`src/rtl/branch_flag_ctrl.sv`:
```
// Status flag register (Z,C,S,V) and conditional-branch sequencer: a taken
// branch issues a one-cycle PC redirect followed by a fixed fetch-flush window.
module branch_flag_ctrl #(
  parameter int ADDR_W       = 32,
  parameter int FLUSH_CYCLES = 2
) (
  input  logic              clk,
  input  logic              rst,
  input  logic [3:0]        flag_we,
  input  logic [3:0]        flag_in,
  input  logic              br_valid,
  input  logic [2:0]        br_cond,
  input  logic [ADDR_W-1:0] br_target,
  output logic              br_ready,
  output logic              stall,
  output logic              pc_redirect,
  output logic [ADDR_W-1:0] pc_target,
  output logic              flush,
  output logic [3:0]        flags,
  output logic [15:0]       taken_cnt
);

  typedef enum logic [1:0] {
    ST_IDLE,
    ST_REDIRECT,
    ST_FLUSH
  } state_t;

  // Flush window = REDIRECT cycle + (FLUSH_CYCLES-1) FLUSH cycles.
  localparam logic [2:0] CNT_INIT = (FLUSH_CYCLES >= 2) ? 3'(FLUSH_CYCLES - 2) : 3'd0;

  state_t              state_q, state_d;
  logic [2:0]          cnt_q, cnt_d;
  logic [3:0]          flags_q, flags_d;
  logic [ADDR_W-1:0]   pc_target_q, pc_target_d;
  logic [15:0]         taken_cnt_q, taken_cnt_d;

  // Flag order {V,S,C,Z}
  function automatic logic cond_met(input logic [2:0] cond, input logic [3:0] f);
    case (cond)
      3'b000:  return 1'b1;
      3'b001:  return f[0];
      3'b010:  return !f[0];
      3'b011:  return f[1];
      3'b100:  return !f[1];
      3'b101:  return f[2];
      3'b110:  return !f[2];
      default: return f[3];
    endcase
  endfunction

  function automatic logic [15:0] sat_inc(input logic [15:0] v);
    return (v == 16'hFFFF) ? v : v + 16'd1;
  endfunction

  always_comb begin
    state_d     = state_q;
    cnt_d       = cnt_q;
    flags_d     = (flag_we & flag_in) | (~flag_we & flags_q);
    pc_target_d = pc_target_q;
    taken_cnt_d = taken_cnt_q;
    case (state_q)
      ST_IDLE: begin
        // Condition sees the flags from earlier instructions, not flag_in.
        if (br_valid && cond_met(br_cond, flags_q)) begin
          state_d     = ST_REDIRECT;
          pc_target_d = br_target;
          taken_cnt_d = sat_inc(taken_cnt_q);
        end
      end
      ST_REDIRECT: begin
        if (FLUSH_CYCLES <= 1) begin
          state_d = ST_IDLE;
        end else begin
          state_d = ST_FLUSH;
          cnt_d   = CNT_INIT;
        end
      end
      ST_FLUSH: begin
        if (cnt_q == 3'd0) state_d = ST_IDLE;
        else               cnt_d   = cnt_q - 3'd1;
      end
      default: state_d = ST_IDLE;
    endcase
  end

  always_ff @(posedge clk or negedge rst) begin
    if (!rst) begin
      state_q     <= ST_IDLE;
      cnt_q       <= 3'd0;
      flags_q     <= 4'd0;
      pc_target_q <= '0;
      taken_cnt_q <= 16'd0;
    end else begin
      state_q     <= state_d;
      cnt_q       <= cnt_d;
      flags_q     <= flags_d;
      pc_target_q <= pc_target_d;
      taken_cnt_q <= taken_cnt_d;
    end
  end

  assign br_ready    = (state_q == ST_IDLE);
  assign stall       = br_valid && !br_ready;
  assign pc_redirect = (state_q == ST_REDIRECT);
  assign flush       = (state_q != ST_IDLE);
  assign pc_target   = pc_target_q;
  assign flags       = flags_q;
  assign taken_cnt   = taken_cnt_q;

endmodule

```
`config.mk`:
```
export PLATFORM = sky130hd
export DESIGN_NAME = branch_flag_ctrl
export DESIGN_NICKNAME = d
export VERILOG_FILES = /design/src/rtl/branch_flag_ctrl.sv
export SDC_FILE = /design/constraint.sdc
export NUM_CORES = 1
export LEC_CHECK = 0
export CAP_MARGIN = 20
export CORE_UTILIZATION = 46
export DETAILED_ROUTE_END_ITERATION = 10
export GPL_TIMING_DRIVEN = 0
export PLACE_DENSITY = 0.85
export SYNTH_ARGS = -nofsm -noshare
export SYNTH_HDL_FRONTEND = slang
export SYNTH_SLANG_ARGS = --single-unit
```
`constraint.sdc`:
```
create_clock -name clk -period 3.1 [get_ports clk]
set_input_delay 0.93 -clock clk [delete_from_list [all_inputs] [get_ports clk]]
set_output_delay 0.93 -clock clk [all_outputs]
set_load 0.02 [all_outputs]
```
# ---- Word-level counts from Yosys, hierarchy flattened
# Index checks and enable logic that the tools add are counted.
dict set report totals {
  reg_bits 57
  in_bits 46
  out_inout_bits 56
  elab_cells 46
}
dict set report classes {
  n_addsub 2
  n_eq_ne 12
  muxes 7
  bitwise_logic 5
  n_reduce_logical 15
}
# cell count
set op_table {}
lappend op_table {{16-bit by 1-bit adder with 16-bit output (second input constant)} 1}
lappend op_table {{16-bit equality test (second input constant)} 1}
lappend op_table {{3-bit equality test (second input constant)} 3}
lappend op_table {{4-bit bitwise AND} 2}
lappend op_table {{1-bit case mux with 7 select lines} 1}
lappend op_table {{3-bit by 2-bit equality test with 1-bit output (second input constant)} 2}
lappend op_table {{3-bit zero test} 2}
lappend op_table {{2-bit case mux with 3 select lines} 1}
lappend op_table {{3-bit case mux with 2 select lines} 1}
lappend op_table {{2-bit AND reduction} 3}
lappend op_table {{1-bit zero test} 4}
lappend op_table {{2-bit 2-to-1 mux} 2}
lappend op_table {{2-bit inequality test (second input constant)} 2}
lappend op_table {{4-bit NOT} 1}
lappend op_table {{4-bit OR} 1}
lappend op_table {{2-bit nonzero test} 2}
lappend op_table {{3-bit by 1-bit equality test with 1-bit output (second input constant)} 1}
lappend op_table {{3-bit 2-to-1 mux} 1}
lappend op_table {{3-bit AND reduction} 1}
lappend op_table {{3-bit by 1-bit subtractor with 3-bit output (second input constant)} 1}
lappend op_table {{2-bit by 1-bit equality test with 1-bit output (second input constant)} 1}
lappend op_table {{2-bit equality test (second input constant)} 1}
lappend op_table {{1-bit logical AND} 2}
lappend op_table {{2-bit zero test} 1}
lappend op_table {{other kinds (3)} 3}

# ---- Logic depth before layout (Yosys ltp)
# Gate-level depths: netlist of run 1.
dict set report logic_depth {
  depth_word 6
  depth_mapped 7
  depth_no_buf 7
}

# ---- Worst setup path before layout of run 1
# OpenSTA, ideal clock, no wires.
dict set report synth_path {
  path_kind {input-to-reg}
  start {input port br_cond[1]}
  end {register taken_cnt_q[15] (netlist: taken_cnt[15])}
  setup_ns 0.128
  t_arrival_ns 2.221
  t_required_ns 2.972
  path_slack_ns 0.751
  path_stages 6
  path_buffers 1
  path_cell_list {mux2i_1 > mux2i_1 > a2111oi_4 > buf_4 > nand4_1 > mux2_1}
}
dict set report synth_between {
  elab_chain_cells 5
  elab_cells_between_ends 11
  cone_classes {eq/ne: 6; mux: 2; reduce/logical: 3}
}
# item line
set synth_lines {}
lappend synth_lines {{start, declared} 12} ;# input logic [2:0] br_cond,
lappend synth_lines {{3-bit equality test, or another cell as far along} 40} ;# case (cond)
lappend synth_lines {{1-bit case mux with 7 select lines (*)} 40}
lappend synth_lines {{1-bit 2-to-1 mux (*)} 62} ;# case (state_q)
lappend synth_lines {{1-bit logical AND (*)} 65} ;# if (br_valid && cond_met(br_cond, flags_q)) begin
lappend synth_lines {{3-bit AND reduction (no line) (*)} --}
lappend synth_lines {{end signal, assigned} 99} ;# taken_cnt_q <= taken_cnt_d;
lappend synth_lines {{end, declared} 36} ;# logic [15:0] taken_cnt_q, taken_cnt_d;
# Mark *: on every way between the ends. The rest lies on a longest branch, timed or not. The select of a mux whose other input is x is not followed.
# A chain may end at the register's enable or synchronous reset.

# ---- Final worst setup path of run 1
dict set report layout_path {
  start {input port br_cond[1]}
  end {register taken_cnt_q[3] (netlist: taken_cnt[3])}
}
# The elaborated chain is that of the path after synthesis.

==> results of run 1 <==
==> through the flow <==
step	cells	hold WS, ns
after CTS	369	0.494
after global routing	369	0.518
final	369	0.488
after global placement	353	0.479
after floorplan	182	0.515
after detailed placement	354	0.485
==> worst max-delay path by stage <==
stage	cells after the start	to	slack, ns	startpoint
finish	8	taken_cnt[3]	0.23	br_cond[1]
CTS	3	stall	0.03	br_valid
global placement	1	pc_target[21]	-0.69	rst
global route	8	taken_cnt[13]	0.1	br_cond[1]
floorplan	6	taken_cnt[15]	0.75	br_cond[1]
detailed placement	8	taken_cnt[13]	-0.12	br_cond[1]
==> area by class of cell <==
type	instances	share of cell area, %
Multi-Input combinational cell	113	25.5
Inverter	6	0.597
Clock buffer	13	4.74
Buffer	6	0.895
Tap cell	70	2.32
Sequential cell	57	37.8
Timing Repair Buffer	102	27.3
Clock inverter	2	0.928
==> synth_stat cells <==
cell type  count  area share [%]
a2111oi_1      1            0.41
nor2b_1        5             1.3
nand2_1        4            0.61
clkbuf_1       1            0.15
a2111oi_4      1             1.1
o22ai_1        2            0.51
o21ai_0        2            0.41
ha_1           3             1.5
mux2_2        36              17
inv_1          6            0.92
a21oi_1        3            0.61
mux2i_1        3             1.2
a31oi_1        1            0.26
xnor2_1       13             4.7
or3_1          1            0.26
buf_2          3            0.61
mux2_1         2            0.92
a41oi_1        1            0.36
o211ai_1       1            0.31
and3_1         9             2.3
nand3_1       10             2.0
dfrtp_1       57              58
nor2_1         3            0.46
o21bai_1       1            0.31
nor4_1         1            0.26
and4_1         3             1.1
nand4_1        6             1.5
nand2b_1       1            0.26
buf_4          2            0.61
==> worst reg2reg max path, cell delays in order, from the launching register on <==
cell and delay, ns:
dfrtp_1 0.45, nor2_1 0.23, nand2_1 0.13, a2111oi_4 0.46, buf_4 0.27, buf_4 0.19, nand3_1 0.10, xnor2_1 0.16
==> flip-flops by register name, indices dropped and copies added, names as in the netlist, named ones only <==
signal,flops
pc_target,32
state_q,2
cnt_q,3
taken_cnt,16
==> cell families after synthesis <==
family | count (synthesis) | synth area share (%)
flops | 57 | 58.4
simple gates | 43 | 10.1
mux | 41 | 18.7
compound gates | 13 | 4.30
xor+xnor | 13 | 4.66
buf+inv | 12 | 2.30
fa+ha+maj | 3 | 1.54
==> metal layers <==
metal	vias to the layer above	part of all wire [%]	track usage, %
li1	881	-	-
met1	902	43	25.9
met2	80	47	31.4
met3	14	8.1	6.83
met4	0	2.3	12.6
met5	-	0	0
==> power by group <==
group / switching (µW) / internal, µW / leakage [µW]
combinational: 473 / 570 / 0.000792
clock: 276 / 453 / 0.000112
sequential: 127 / 940 / 0.000705
==> what timing repair did <==
item | CTS | global route
setup endpoints to repair | 0 | 1
gates resized for setup | 0 | 1
buffers inserted | 0 | 0
==> results.cfg, run 1 <==
[logic_synthesis]
syn_avg_cell_area_um2 = 13.4
synth_fp_nets = 231
yosysUniqueCellTypes = 29
yosysSeqAreaShare_pct = 58.4
synthesis.area_um2 = 2440
synth_seq_cells = 57
yosysWarnings = 0
synth_cells = 182

[worst_hold_path]
min_path_type = reg -> reg
holdPathStages = 1
hold_path.startpoint = taken_cnt[10]
hold_end = taken_cnt[10]

[pwr]
ir_drop_mv = 0.534
total_power_uw = 2840
power_density_nw_per_um2 = 752
p_leak_uw = 0.00161

[final_layout]
fin_area_um2 = 3770
layout-drive-gt1-share_pct = 19.7
synthToLayoutAreaGrowth_pct = 54.4
diodes = 0
mostFrequentLayoutCell = clkdlybuf4s50_1
multi_input_area_um2 = 961
seqCellArea_um2 = 1430
final_cell_mix = clkdlybuf4s50_1 (99), dfrtp_1 (57), mux2_2 (36)
final_core_util_pct = 73.9
num-fill-cells = 370
nets = 344

[placed_design]
post-dp-hpwl_um = 3960
place_congestion = 0.775
io_buffers = 101
post-place-ws_ns = -0.119
dpl_cell_area_um2 = 3560

[floorplanning]
fp.coreArea_um2 = 5110
die_h_um = 74.9
boundaryPins = 102
dieArea_um2 = 5610
die_x_um = 74.9
start_util_pct = 47.8
rows = 26

[routing]
drc = 0
vias = 1877
via_per_inst = 5.09
routedWlPerCell_um = 14.6
first_pass_iters = 4
first_iter_violations = 69
postRouteAntennaNets = 0
routed_wl_um = 5400

[worst_setup_path]
cp.required_ns = 3.31
cp.arrival_ns = 3.08
crit_family = buffers and inverters
r2r-end = taken_cnt[3]
rr_worst_depth = 7
endpoint_kind = flop
path_max_fanout = 10
path_cells = clkdlybuf4s50_1, mux2i_1, mux2i_1, a2111oi_4, buf_4, buf_4, nand3_1, xnor2_1
critPathSlowestCell = clkdlybuf4s50_1
critical_path.max_stage_delay_ns = 0.57
cp-start-kind = input pin
path_class = in -> reg
crit_buf_inv = 3
rrSetupSlack_ns = 0.99
r2r_start = state_q[0]

[clock_network]
cts_tree = yes
cts_buffer_depth = 2
numClockSinks = 57
clk_latency_ns = 0.32
postCtsHoldBufs = 0
clk_pin_slew_ns = 0.06
numCtsBuffers = 9
root_buffer = clkbuf_8
cts_max_level = 3

[timing]
finalClockSkew_ns = 0.00561
fmax_mhz = 348
hold_viol = 0
finalSetupViolations = 0
rsz0062_at_grt = no
layout_setup_ws_ns = 0.230
fin_crit_sh_pct = 92.6
maxSlewViolCount = 0
period_needed_ns = 2.87
tns_ns = 0
worst_pin_slew_ns = 0.661
maxSlewHeadroom_pct = 55.9

[global_route]
grt_max_degree = 30
antenna_found_initial = 0
grt_pass1_wl_um = 8540
grt-ovfl-total = 0
first_global_vias = 1843
grt.total_usage_pct = 20.8

[status]
outcome = completed

[job]
max-cap-violations = 0
Power figures use the tool's default switching activity.
==> run 2, diff against run 1 <==
--- a/config.mk
+++ b/config.mk
@@ -5,11 +5,11 @@
 export SDC_FILE = /design/constraint.sdc
 export NUM_CORES = 1
 export LEC_CHECK = 0
-export CAP_MARGIN = 20
 export CORE_UTILIZATION = 46
 export DETAILED_ROUTE_END_ITERATION = 10
 export GPL_TIMING_DRIVEN = 0
 export PLACE_DENSITY = 0.85
+export SETUP_SLACK_MARGIN = 0.1
 export SYNTH_ARGS = -nofsm -noshare
 export SYNTH_HDL_FRONTEND = slang
 export SYNTH_SLANG_ARGS = --single-unit
==> run 2 against run 1 <==
Effect of this change:
- combinational power is essentially flat
- worst hold slack gained 0.00050 ns
- global-route usage is essentially flat
- sequential share of layout area is essentially flat
- utilization shrank 0.074 points
- maximum frequency grew 1.9%
- routed wire length is essentially flat
- via count grew 0.21%
- critical endpoint unchanged
- largest cell class unchanged
==> results.cfg, run 2 (same netlist as run 1, synthesis figures left out) <==
[status]
outcome = completed

[placed_design]
place_congestion = 0.775
post-place-ws_ns = -0.119
post-dp-hpwl_um = 3960
place_inst = 354
io_buffers = 101

[floorplanning]
rows = 26
dieArea_um2 = 5610
die_x_um = 74.9
boundaryPins = 102
fp.coreArea_um2 = 5110
die_h_um = 74.9
start_util_pct = 47.8

[timing]
fmax_mhz = 355
hold_viol = 0
tns_ns = 0
maxSlewViolCount = 0
finalClockSkew_ns = 0.00554
layout_setup_ws_ns = 0.284
period_needed_ns = 2.82
maxSlewHeadroom_pct = 55.8
worst_pin_slew_ns = 0.663
finalSetupViolations = 0
fin_crit_sh_pct = 90.8
rsz0062_at_grt = no

[routing]
via_per_inst = 5.10
postRouteAntennaNets = 0
routedWlPerCell_um = 14.6
first_iter_violations = 69
first_pass_iters = 4
routed_wl_um = 5400
vias = 1881
drc = 0

[clock_network]
cts_max_level = 3
numClockSinks = 57
postCtsHoldBufs = 0
numCtsBuffers = 9
clk_latency_ns = 0.32
cts_buffer_depth = 2
cts_tree = yes
clk_pin_slew_ns = 0.06
root_buffer = clkbuf_8

[worst_setup_path]
endpoint_kind = flop
cp-start-kind = input pin
path_class = in -> reg
path_max_fanout = 10
path_cells = clkdlybuf4s50_1, mux2i_1, mux2i_1, a2111oi_4, buf_4, buf_4, nand3_1, xnor2_1
cp.arrival_ns = 3.03
critPathSlowestCell = clkdlybuf4s50_1
cp.required_ns = 3.31
critical_path.max_stage_delay_ns = 0.57

[job]
max-cap-violations = 0

[final_layout]
synthToLayoutAreaGrowth_pct = 54.3
num-fill-cells = 370
mostFrequentLayoutCell = clkdlybuf4s50_1
largest_reg_flops = 32
nets = 344
layout-drive-gt1-share_pct = 19.7
final_cell_mix = clkdlybuf4s50_1 (99), dfrtp_1 (57), mux2_2 (36)
diodes = 0
stdcell_count = 369

[global_route]
grt_max_degree = 30
grt.total_usage_pct = 20.8
first_global_vias = 1849
grt_pass1_wl_um = 8560
grt-ovfl-total = 0
antenna_found_initial = 0

[pwr]
ir_drop_mv = 0.533
power_density_nw_per_um2 = 753
p_leak_uw = 0.00160

[worst_hold_path]
min_path_type = reg -> reg
==> run 2: cell count changes in the layout (fill, tap and decap cells not counted) <==
cell | previous run | this run
dlygate4sd2_1 | 0 | 1
dlymetal6s2s_1 | 1 | 0
==> run 2: stage by stage <==
stage	area (µm²)	utilization (%)	total power [µW]	hold slack (ns)
5_1_grt	3770	73.8	2980	0.518
6_report	3770	73.8	2840	0.488
4_1_cts	3770	73.8	2860	0.494
3_5_place_dp	3560	69.6	2130	0.485
3_3_place_gp	3540	69.4	2100	0.479
2_1_floorplan	2440	-	1580	0.515
==> run 2: final timing paths <==
| path | from | end | slack [ns] | cells after the start |
|---|---|---|---|---|
| worst max-delay path | br_cond[1] | taken_cnt[3] | 0.28 | 8 |
| worst min-delay path | taken_cnt[10] | taken_cnt[10] | 0.49 | 1 |
| worst max register to register | state_q[0] | taken_cnt[3] | 0.98 | 7 |
| worst min register to register | taken_cnt[10] | taken_cnt[10] | 0.49 | 1 |
| max in group asynchronous | rst | cnt_q[2] | 1.89 | 2 |
| min in group asynchronous | rst | taken_cnt[1] | 0.63 | 1 |
==> run 2: report_power, final <==
group	leakage, µW	switching (µW)	internal [µW]
clock	0.000112	276	453
sequential	0.000705	127	940
combinational	0.000780	473	569
total	0.00160	876	1960
==> run 2: critical path: cells and delay by family <==
family / cells / cell delay (ns)
AOI/OAI and AO/OA: 1 / 0.44
xor gates and xnor gates: 1 / 0.16
muxes: 2 / 0.36
buffers and inverters: 3 / 1.03
and+or+nand+nor: 1 / 0.10
==> run 2: metal layers <==
metal	wire, µm	global-route usage, %	share of wire [%]
met5	0	0	0
met4	125	12.6	2.3
met3	459	6.83	8.5
met2	2510	31.5	46
met1	2310	25.9	43
==> run 2: what timing repair did <==
item                       in CTS  in global routing
gates resized for setup         1                  0
setup endpoints to repair       1                  1
pin swaps                       0                  1
setup buffers                   0                  0
==> run 2: final cells by class <==
class | instances | area, µm² | area share [%]
tap | 70 | 87.6 | 2.32
clock buffer | 13 | 179 | 4.75
sequential | 57 | 1430 | 37.8
clock inverter | 2 | 35.0 | 0.929
multi-input combinational | 113 | 961 | 25.5
timing repair buffer | 102 | 1020 | 27.2
buffer | 6 | 33.8 | 0.896
inverter | 6 | 22.5 | 0.597
==> run 3, diff against run 2 <==
--- a/config.mk
+++ b/config.mk
@@ -5,10 +5,10 @@
 export SDC_FILE = /design/constraint.sdc
 export NUM_CORES = 1
 export LEC_CHECK = 0
-export CORE_UTILIZATION = 46
+export CORE_UTILIZATION = 42
 export DETAILED_ROUTE_END_ITERATION = 10
 export GPL_TIMING_DRIVEN = 0
-export PLACE_DENSITY = 0.85
+export PLACE_DENSITY = 0.79
 export SETUP_SLACK_MARGIN = 0.1
 export SYNTH_ARGS = -nofsm -noshare
 export SYNTH_HDL_FRONTEND = slang
==> constraint.sdc (replaced) <==
create_clock -name clk -period 3 [get_ports clk]
set_input_delay 0.9 -clock clk [delete_from_list [all_inputs] [get_ports clk]]
set_output_delay 0.9 -clock clk [all_outputs]
set_load 0.02 [all_outputs]
==> run 3 against run 2 <==
Effect of this change:
- via count grew 0.53%
- sequential share of layout area grew 0.076 points
- global-route usage shrank 1.7 points
- largest cell class unchanged
- register-to-register slack lost 0.05 ns
- highest routed layer unchanged
- critical path depth shrank 1
- setup slack lost 0.025 ns
- non-clock buffer count grew 1
- worst hold slack gained 0.012 ns
- first-iteration DRC count shrank 20%
- combinational power grew 4%
- critical path type unchanged
- sequential cell count is the same
==> results.cfg, run 3 (same netlist as run 1, synthesis figures left out) <==
[status]
outcome = completed

[worst_setup_path]
critPathSlowestCell = clkdlybuf4s50_1
path_cells = clkdlybuf4s50_1, mux2i_1, mux2i_1, a2111oi_4, buf_4, buf_2, mux2_2
r2r-end = pc_target[28]
r2r_start = state_q[0]
cp-start-kind = input pin
endpoint_kind = flop
cp.required_ns = 3.21
path_max_fanout = 10
path_class = in -> reg
crit_buf_inv = 3
cp.arrival_ns = 2.95
crit_family = buffers and inverters
rrSetupSlack_ns = 0.93
critical_path.max_stage_delay_ns = 0.58
rr_worst_depth = 6
path_common_cell = mux2i_1

[worst_hold_path]
holdPathStages = 1
hold_end = taken_cnt[10]
min_path_type = reg -> reg
hold_path.startpoint = taken_cnt[10]

[global_route]
met3_usage_pct = 6.51
grtUsageMet2_pct = 29.0
grt_max_degree = 31
use_met1_pct = 23.7
top_usage_layer = met2
antenna_found_initial = 0
grt.total_usage_pct = 19.1
grt_pass1_wl_um = 8900
first_global_vias = 1929
grt-ovfl-total = 0

[timing]
finalClockSkew_ns = 0.00742
fmax_mhz = 365
fin_crit_sh_pct = 91.3
maxSlewHeadroom_pct = 56.1
maxSlewViolCount = 0
hold_viol = 0
rsz0062_at_grt = no
layout_setup_ws_ns = 0.260
period_needed_ns = 2.74
worst_pin_slew_ns = 0.659
finalSetupViolations = 0

[final_layout]
fin_area_um2 = 3760
layout-drive-gt1-share_pct = 19.9
largest_reg_flops = 32
synthToLayoutAreaGrowth_pct = 54.0
stdcell_count = 373
diodes = 0
mostFrequentLayoutCell = clkdlybuf4s50_1
final_cell_mix = clkdlybuf4s50_1 (99), dfrtp_1 (57), mux2_2 (36)
nets = 345

[pwr]
p_leak_uw = 0.00158
power_density_nw_per_um2 = 767
ir_drop_mv = 0.485

[placed_design]
dpl_cell_area_um2 = 3560
place_congestion = 0.724
io_buffers = 101
place_inst = 356
post-place-ws_ns = -0.184
post-dp-hpwl_um = 3860

[routing]
routed_wl_um = 5310
via_per_inst = 5.07
postRouteAntennaNets = 0
vias = 1891
first_iter_violations = 55
routedWlPerCell_um = 14.2
drc = 0
first_pass_iters = 4

[clock_network]
cts_tree = yes
numCtsBuffers = 9
cts_buffer_depth = 2
clk_pin_slew_ns = 0.07
root_buffer = clkbuf_8
cts_max_level = 3
numClockSinks = 57
clk_latency_ns = 0.33

[floorplanning]
dieArea_um2 = 6130
die_h_um = 78.3
start_util_pct = 44.1
rows = 27
die_x_um = 78.3
fp.coreArea_um2 = 5540
boundaryPins = 102

[job]
max-cap-violations = 0
-- run 3: power by group --
part / switching, µW / total [µW] / internal (µW)
registers: 131 / 1100 / 971
logic: 488 / 1080 / 590
clock network: 301 / 704 / 403
total: 920 / 2880 / 1960
-- run 3: metrics by stage --
step / total power, µW / utilization, % / setup TNS [ns] / hold WS, ns
after floorplan: 1630 / - / 0 / 0.515
after global placement: 2170 / 64.0 / -47.98 / 0.479
after detailed placement: 2200 / 64.3 / -6.46 / 0.490
after CTS: 2920 / 67.8 / 0 / 0.500
after global routing: 3040 / 67.9 / 0 / 0.522
final: 2880 / 67.9 / 0 / 0.500
-- run 3: layer usage --
metal / vias up / part of all wire (%)
met5: - / 0
met4: 0 / 2.2
met3: 9 / 10
met2: 84 / 45
met1: 921 / 42
li1: 877 / -
-- run 3: worst max path at each step --
stage,end,cells after the start,from,slack [ns]
after detailed placement,taken_cnt[3],8,br_cond[1],-0.18
final,pc_target[28],7,br_cond[1],0.26
after floorplan,taken_cnt[15],6,br_cond[1],0.68
after global routing,pc_target[7],7,br_cond[1],0.12
after CTS,taken_cnt[3],8,br_cond[1],0.16
after global placement,pc_target[10],1,rst,-0.77
-- run 3: what timing repair did --
action / 4_1_cts / 5_1_grt
pin swaps: 0 / 1
resized for setup: 1 / 0
endpoints found under the setup margin: 1 / 36
buffers inserted: 0 / 1
hold buffers: 0 / 0
cloned: 0 / 0
-- run 3: final cells by class --
class | instances | area [µm²]
inverters | 6 | 22.5
clock inverters | 5 | 55.1
repair buffers | 103 | 1030
plain buffers | 6 | 33.8
clock buffers | 11 | 141
fillers | 436 | 1780
multi-input cells | 113 | 961
well taps | 72 | 90.1
flip-flops and latches | 57 | 1430
-- run 3: worst reg2reg max path: cells and delay by family, from the launching register on --
family	cells	cell delay (ns)
buffers and inverters	2	0.43
and+or+nand+nor	2	0.35
AOI/OAI and AO/OA	1	0.36
muxes	1	0.37
DFF	1	0.45
